<file path="config.mk">
export PLATFORM = sky130hd
export DESIGN_NAME = ifu_fetch
export DESIGN_NICKNAME = d
export VERILOG_FILES = /design/src/rtl/ifu_fetch_pkg.sv /design/src/rtl/npc_calc.sv /design/src/rtl/ifu_fetch.sv
export SDC_FILE = /design/constraint.sdc
export NUM_CORES = 1
export LEC_CHECK = 0
export ABC_AREA = 1
export CORE_ASPECT_RATIO = 0.8
export CORE_UTILIZATION = 46
export CTS_BUF_LIST = sky130_fd_sc_hd__clkbuf_8 sky130_fd_sc_hd__clkbuf_16
export DETAILED_ROUTE_END_ITERATION = 8
export PLACE_DENSITY = 0.71
export SETUP_SLACK_MARGIN = 0.1
export SLEW_MARGIN = 25
export SYNTH_ARGS = -nofsm -noshare
export SYNTH_HDL_FRONTEND = slang
export SYNTH_HIERARCHICAL = 1
export SYNTH_SLANG_ARGS = --single-unit
export TNS_END_PERCENT = 5
</file>
<file path="constraint.sdc">
create_clock -name clk -period 7.4 [get_ports clk]
set_input_delay 1.48 -clock clk [delete_from_list [all_inputs] [get_ports clk]]
set_output_delay 1.48 -clock clk [all_outputs]
set_load 0.05 [all_outputs]
</file>
<file path="src/rtl/ifu_fetch_pkg.sv">
// rtl/ifu_fetch_pkg.sv - shared encodings and reset PC for the instruction fetch unit
package ifu_fetch_pkg;

  typedef enum logic [1:0] {
    N_NPC   = 2'd0,
    J_NPC   = 2'd1,
    JR_NPC  = 2'd2,
    BEQ_NPC = 2'd3
  } npc_sel_e;

  typedef enum logic [1:0] {
    IFU_FETCH = 2'd0,
    IFU_EXEC  = 2'd1,
    IFU_HALT  = 2'd2
  } ifu_state_e;

  localparam logic [31:0] RESET_PC_DEFAULT = 32'h0000_3000;

endpackage

</file>
<file path="src/rtl/npc_calc.sv">
// rtl/npc_calc.sv - combinational next-PC select and target alignment check
module npc_calc
  import ifu_fetch_pkg::*;
(
  input  logic [31:0] pc,
  // only the jump index / branch immediate field of the instruction is needed
  input  logic [25:0] instr,
  input  logic [1:0]  s_npc,
  input  logic [31:0] rs_data,
  output logic [31:0] npc,
  output logic        misaligned
);

  logic [31:0] seq_pc;
  logic [31:0] br_off;

  always_comb begin
    seq_pc = pc + 32'd4;
    br_off = {{14{instr[15]}}, instr[15:0], 2'b00};
    case (npc_sel_e'(s_npc))
      N_NPC:   npc = seq_pc;
      J_NPC:   npc = {seq_pc[31:28], instr[25:0], 2'b00};
      JR_NPC:  npc = rs_data;
      BEQ_NPC: npc = seq_pc + br_off;
      default: npc = seq_pc;
    endcase
  end

  assign misaligned = |npc[1:0];

endmodule

</file>
<file path="src/rtl/ifu_fetch.sv">
// rtl/ifu_fetch.sv - multi-cycle instruction fetch FSM with execute stall and alignment-fault halt
module ifu_fetch
  import ifu_fetch_pkg::*;
#(
  parameter logic [31:0] RESET_PC = RESET_PC_DEFAULT,
  parameter int          CNT_W    = 32
) (
  input  logic             clk,
  input  logic             rst_n,
  output logic             imem_req,
  output logic [31:0]      imem_addr,
  input  logic             imem_ack,
  input  logic [31:0]      imem_rdata,
  output logic [31:0]      instr,
  output logic             instr_valid,
  output logic [31:0]      pc,
  output logic [31:0]      pc_plus4,
  input  logic [1:0]       s_npc,
  input  logic [31:0]      rs_data,
  input  logic             stall,
  output logic [CNT_W-1:0] icount,
  output logic             fault
);

  ifu_state_e       state, state_n;
  logic [31:0]      pc_n, instr_n, npc;
  logic             valid_n, fault_n, misaligned;
  logic [CNT_W-1:0] icount_n;

  npc_calc u_npc_calc (
    .pc         (pc),
    .instr      (instr[25:0]),
    .s_npc      (s_npc),
    .rs_data    (rs_data),
    .npc        (npc),
    .misaligned (misaligned)
  );

  assign pc_plus4 = pc + 32'd4;

  always_comb begin
    state_n  = state;
    pc_n     = pc;
    instr_n  = instr;
    valid_n  = instr_valid;
    icount_n = icount;
    fault_n  = fault;
    case (state)
      IFU_FETCH: begin
        // an ack only counts once our request is actually on the bus
        if (imem_req && imem_ack) begin
          instr_n = imem_rdata;
          valid_n = 1'b1;
          state_n = IFU_EXEC;
        end
      end
      IFU_EXEC: begin
        if (!stall) begin
          valid_n = 1'b0;
          if (misaligned) begin
            fault_n = 1'b1;
            state_n = IFU_HALT;
          end else begin
            pc_n     = npc;
            icount_n = icount + CNT_W'(1);
            state_n  = IFU_FETCH;
          end
        end
      end
      default: begin
        valid_n = 1'b0;
        state_n = IFU_HALT;
      end
    endcase
  end

  always_ff @(posedge clk or negedge rst_n) begin
    if (!rst_n) begin
      state       <= IFU_FETCH;
      pc          <= RESET_PC;
      instr       <= 32'd0;
      instr_valid <= 1'b0;
      icount      <= '0;
      fault       <= 1'b0;
      imem_req    <= 1'b0;
      imem_addr   <= RESET_PC;
    end else begin
      state       <= state_n;
      pc          <= pc_n;
      instr       <= instr_n;
      instr_valid <= valid_n;
      icount      <= icount_n;
      fault       <= fault_n;
      imem_req    <= (state_n == IFU_FETCH);
      imem_addr   <= pc_n;
    end
  end

endmodule

</file>
==> metrics.yaml, run 1 <==
run_status:
  outcome: "finished clean"
sta:
  grt_setup_unrepaired: "no"
  finalClockSkew_ns: 0.0138
  hold_viol_final: 0
  fin_setup_tns_ns: 0
  slew_viol_final: 0
  min_period_ns: 4.54
  fin_crit_sh_pct: 61.4
  setup_viol: 0
  max_freq_mhz: 220
  max_slew_margin_pct: 35.0
  worst_slew_pin_slew_ns: 0.974
setup_path:
  crit_path_start_kind: "flop"
  critical_path_required_ns: 5.92
  cpPeakStageDelay_ns: 0.84
  critPathBufInv: 1
  critical-path-top-delay-family: "buffers and inverters"
  critPathSlowestCell: "clkdlybuf4s50_1"
  path_max_fanout: 10
  path_class: "reg -> out"
  cp.depth: 7
  crit_chain: "ha_1 > nand3_4 > nor3_4 > nand2_2 > nor2_2 > xor2_1 > clkdlybuf4s50_1"
  end_kind: "primary output"
  arrival_ns: 3.06
  reg2reg_depth: 18
floorplan:
  ios: 233
  fp-row-count: 46
  start_util_pct: 47.1
  core_sq_um: 19900
  fp.dieW_um: 161
  fp.dieH_um: 130
  dieArea_sq_um: 20900
clock_tree:
  cts_setup_buffers: 0
  cts_tree: "built"
  cts_resized: 0
  h-tree-depth: 3
  cts.sinks: 101
  cts_buffers: 9
  path_clk_slew_ns: 0.08
  root_buffer: "clkbuf_16"
  ctsHoldBuffers: 0
  clk_latency_ns: 0.37
  cts_buffer_depth: 2
finish:
  antenna-diode-count: 0
  final_common_cell: "nand2_1"
  fin_nets: 1707
  final_cell_mix: "nand2_1 (492), clkdlybuf4s50_1 (231), inv_1 (178)"
  post-route-util_pct: 60.2
  area_growth_pct: 27.9
  drive_above_1_share_pct: 7.98
yosys:
  ys_ff_latch: 101
  avgSynthCellArea_sq_um: 6.64
  yosysTopAreaCellShare_pct: 26.5
  netlist_area_sq_um: 9350
  synth_nets: 1516
  yosysTopAreaCell: "dfrtp_1"
  seq_area_frac_synth_pct: 27.1
  yosysUniqueCellTypes: 51
  yosysWarnings: 6
  synth.area.top_cells: "dfrtp_1 (26%), nand2_1 (20%), inv_1 (7.1%)"
  syn_inst: 1409
detailed_routing:
  first_pass_iters: 6
  drt-initial-drc-count: 935
  viasPerCell: 5.36
  routedWlPerCell_um: 17.5
  ant_nets: 0
  num_vias: 10022
  finalWirelength_um: 32600
  drc: 0
global_routing:
  track_usage_pct: 31.4
  overflow: 0
  grt_max_degree: 70
  grt_pass1_vias: 9386
  antenna_found_initial: 0
  grt_first_pass_wirelength_um: 50700
placement:
  gp_congestion: 0.944
  io_buffers: 232
  hpwlAfterDp_um: 25600
pwr:
  p_sw_mw: 3.61
  intPower_mw: 2.40
  power_frac_seq_pct: 19.7
  p_sw_share_pct: 60.1
  ir_drop_mv: 0.301
  leakage_nw: 5.68
  clockPowerShare_pct: 8.3
  combPwrFrac_pct: 72.0
  powerDensity_nw_per_um2: 503
flow_run:
  cap_violations: 0
min_path:
  min_path_cells: 1
  hold_class: "reg -> reg"
==> registers in the layout, indices dropped and copies added, names as in the netlist <==
name and flops:
icount 32, instr 32, pc 32, state 2
fault 1, imem_req 1, instr_valid 1
==> final timing paths <==
path | startpoint | to | slack [ns]
worst max-delay path | pc[2] | pc_plus4[16] | 2.86
worst min-delay path | fault | fault | 0.47
worst max register to register | pc[4] | pc[23] | 3.50
worst min register to register | fault | fault | 0.47
max in group asynchronous | rst_n | instr[4] | 5.10
min in group asynchronous | rst_n | pc[19] | 1.07
==> layer usage <==
metal	share of wire [%]	vias to the layer above	track usage, %	wire, um
met5	0	-	0	0
met4	2.7	0	11.4	865
met3	9.1	63	6.43	2980
met2	42	466	47.3	13800
met1	46	4648	44.5	15000
li1	-	4845	-	-
==> logic make-up after synthesis <==
family | count (synthesis) | share of synthesized area [%]
AND/OR/NAND/NOR | 847 | 40.9
AO/OA/AOI/OAI | 102 | 6.74
buffers and inverters | 239 | 11.5
multiplexers | 32 | 3.85
flip-flops | 101 | 27.1
XOR/XNOR | 51 | 4.94
adder cells (fa/ha/maj) | 37 | 5.03
==> metrics by stage <==
step	hold slack (ns)	setup slack, ns	cells	power, mW	cell area [sq um]
after floorplan	0.486	3.47	1409	4.15	9350
after global placement	0.456	2.75	1853	5.43	11700
after detailed placement	0.460	2.64	1853	5.46	11700
after CTS	0.476	2.85	1869	5.98	12000
after global routing	0.502	2.68	1869	6.40	12000
final	0.470	2.86	1869	6.01	12000
==> Yosys cell counts, drive strengths merged <==
cell type    n
nand2      506
inv        183
nor2       156
dfrtp       99
nand3       85
buf         49
a21oi       41
xor2        40
nor3        38
ha          36
mux2        32
o21ai       29
nand4       25
nand3b      21
a221oi      16
or2         13
xnor2       11
clkbuf       7
a22oi        4
o21bai       4
o2111ai      3
a21o         2
and2         2
dfstp        2
a21boi       1
a22o         1
fa           1
nor4         1
o21a         1
==> power groups by stage <==
| stage | Sequential (mW) | Combinational [mW] | Clock (mW) |
|---|---|---|---|
| floorplan | 1.69 | 2.45 | 0 |
| CTS | 1.18 | 4.30 | 0.508 |
| detailed placement | 1.19 | 4.27 | 0 |
| finish | 1.19 | 4.33 | 0.498 |
| global placement | 1.19 | 4.24 | 0 |
| global route | 1.22 | 4.65 | 0.526 |
==> worst register-to-register path, delay by kind of cell (launching register included) <==
family                   cells  cell delay (ns)
AO/OA/AOI/OAI                1             0.19
XOR/XNOR                     1             0.31
adder cells (fa/ha/maj)      1             0.33
buffers and inverters        2             0.30
flip-flops                   1             0.76
AND/OR/NAND/NOR             13             1.95
==> layout make-up <==
class	instances	area, sq um
clock buffer	9	225
timing repair buffer	236	2350
fill	1979	7900
sequential	101	2530
clock inverter	7	78.8
multi-input combinational	1069	5750
tap	264	330
inverter	183	687
(Power assumes the default switching activity.)
==> run 2: changes to the inputs <==
- clock period: 7.4 -> 4.2 ns (I/O delays scaled with it)
==> metrics.yaml, run 2 (synthesis results as in run 1) <==
run_status:
  outcome: "finished clean"
pwr:
  powerDensity_nw_per_um2: 886  # +76%
  p_sw_share_pct: 60.0  # -0.15 points
  intPower_mw: 4.26  # +78%
  combPwrFrac_pct: 73.0  # +1.0 points
  leakage_nw: 5.72  # +0.74%
  p_sw_mw: 6.38  # +77%
  power_frac_seq_pct: 18.8  # -0.9 points
  clockPowerShare_pct: 8.1  # -0.2 points
  ir_drop_mv: 0.534  # +77%
floorplan:
  ios: 233  # unchanged
  core_sq_um: 19900  # unchanged
  dieArea_sq_um: 20900  # unchanged
  fp.dieW_um: 161  # unchanged
  fp.dieH_um: 130  # unchanged
  start_util_pct: 47.1  # unchanged
  fp-row-count: 46  # unchanged
setup_path:
  arrival_ns: 3.03  # -0.03 ns
  end_kind: "primary output"
  crit_chain: "nand2_1 > nor2_1 > nand2_1 > nor2_1 > xor2_1 > clkdlybuf4s50_1"
  path_max_fanout: 9  # -1
  critPathBufInv: 1  # unchanged
  reg2reg_to: "pc[21]"
  critical-path-top-delay-family: "simple AND/OR/NAND/NOR gates"
  critical_path_required_ns: 3.36  # -2.56 ns
  critPathSlowestCell: "clkdlybuf4s50_1"
  r2r-start: "pc[3]"
  path_class: "reg -> out"
  reg2reg_depth: 18  # unchanged
  crit_path_start_kind: "flop"
  r2r_slack_ns: 0.60  # -2.90 ns
  cpPeakStageDelay_ns: 0.85  # about the same
sta:
  setup_viol: 0  # unchanged
  min_period_ns: 3.87
  finalClockSkew_ns: 0.0120  # -0.00179 ns
  fin_crit_sh_pct: 92.1
  hold_viol_final: 0  # unchanged
  worst_slew_pin_slew_ns: 0.968  # -0.00535 ns
  slew_viol_final: 0  # unchanged
  max_freq_mhz: 259
  fin_setup_tns_ns: 0  # unchanged
  grt_setup_unrepaired: "no"
  max_slew_margin_pct: 35.5  # +0.43 points
finish:
  fin_nets: 1716  # +0.53%
  largestRegisters: "icount (32), instr (32), pc (32)"
  final_common_cell: "nand2_1"
  antenna-diode-count: 0  # unchanged
  final_cell_mix: "nand2_1 (492), clkdlybuf4s50_1 (231), inv_1 (179)"
  drive_above_1_share_pct: 8.43  # +0.45 points
  area_growth_pct: 28.5
  stdcell_area_sq_um: 12000  # +0.47%
  instances_no_fill: 1878  # +0.48%
clock_tree:
  cts_setup_buffers: 0  # unchanged
  root_buffer: "clkbuf_16"
  cts_buffers: 9  # unchanged
  path_clk_slew_ns: 0.08  # about the same
  cts_tree: "built"
  cts_buffer_depth: 2  # unchanged
  ctsHoldBuffers: 0  # unchanged
  cts_resized: 0  # unchanged
  clk_latency_ns: 0.36  # about the same
  h-tree-depth: 3  # unchanged
  cts.sinks: 101  # unchanged
detailed_routing:
  drt-initial-drc-count: 964  # +3.1%
  drc: 0  # unchanged
  viasPerCell: 5.31  # -1.0%
  ant_nets: 0  # unchanged
  num_vias: 9967  # -0.55%
  first_pass_iters: 5  # -1
  routedWlPerCell_um: 17.5  # about the same
  finalWirelength_um: 32800  # +0.52%
placement:
  gp_congestion: 0.963  # +2.0%
  hpwlAfterDp_um: 26100  # +1.8%
  dp.cells: 1862  # +0.49%
  io_buffers: 232  # unchanged
  place_area_sq_um: 11700  # +0.58%
global_routing:
  grt_pass1_vias: 9044  # -3.6%
  overflow: 0  # unchanged
  track_usage_pct: 31.7  # +0.24 points
  antenna_found_initial: 0  # unchanged
  grt_first_pass_wirelength_um: 51000  # +0.49%
  grt_max_degree: 53  # -24%
min_path:
  hold_class: "in -> async"
flow_run:
  cap_violations: 0  # unchanged
==> run 2: worst reg2reg max path: cells and delay by family (launching register included) <==
| family | cells | cell delay [ns] |
|---|---|---|
| xor+xnor | 1 | 0.28 |
| simple gates | 10 | 1.15 |
| compound gates | 3 | 0.70 |
| fa+ha+maj | 2 | 0.66 |
| buf+inv | 2 | 0.16 |
| flops | 1 | 0.56 |
==> run 2: stage by stage <==
step	power, mW	worst slack, ns	util [%]	hold WS (ns)
floorplan	7.31	0.907	-	0.486
global placement	9.63	0.594	59.0	0.463
detailed placement	9.69	0.527	59.0	0.468
CTS	10.6	0.392	60.5	0.487
global route	11.3	0.249	60.5	0.521
finish	10.6	0.332	60.5	0.476
==> run 2: metal layers <==
layer	track usage [%]	up-vias	share of wire [%]
li1	-	4848	-
met3	6.21	47	9.2
met2	48.0	468	42
met1	46.0	4604	47
met5	0	-	0
met4	7.82	0	1.9
==> run 2: cell type report <==
| type | instances | area [sq um] |
|---|---|---|
| fill | 1909 | 7850 |
| clock buffer | 9 | 225 |
| inverter | 183 | 687 |
| timing repair buffer | 245 | 2420 |
| clock inverter | 7 | 67.6 |
| sequential | 101 | 2530 |
| multi-input combinational | 1069 | 5750 |
| tap | 264 | 330 |
==> run 2: power groups by stage <==
stage | Sequential [mW] | Combinational, mW | Clock, mW
6_report | 2.00 | 7.77 | 0.866
5_1_grt | 2.06 | 8.34 | 0.919
4_1_cts | 2.00 | 7.72 | 0.881
3_5_place_dp | 2.01 | 7.68 | 0
3_3_place_gp | 2.00 | 7.63 | 0
2_1_floorplan | 2.98 | 4.32 | 0
==> run 2: worst max-delay path by stage <==
stage / endpoint / slack (ns) / start / cells after the start
detailed placement: icount[3] / 0.53 / s_npc[1] / 13
finish: pc_plus4[13] / 0.33 / pc[6] / 6
floorplan: pc_plus4[18] / 0.91 / pc[2] / 5
CTS: pc_plus4[16] / 0.39 / pc[3] / 7
global route: pc_plus4[16] / 0.25 / pc[3] / 7
global placement: icount[3] / 0.59 / s_npc[1] / 13
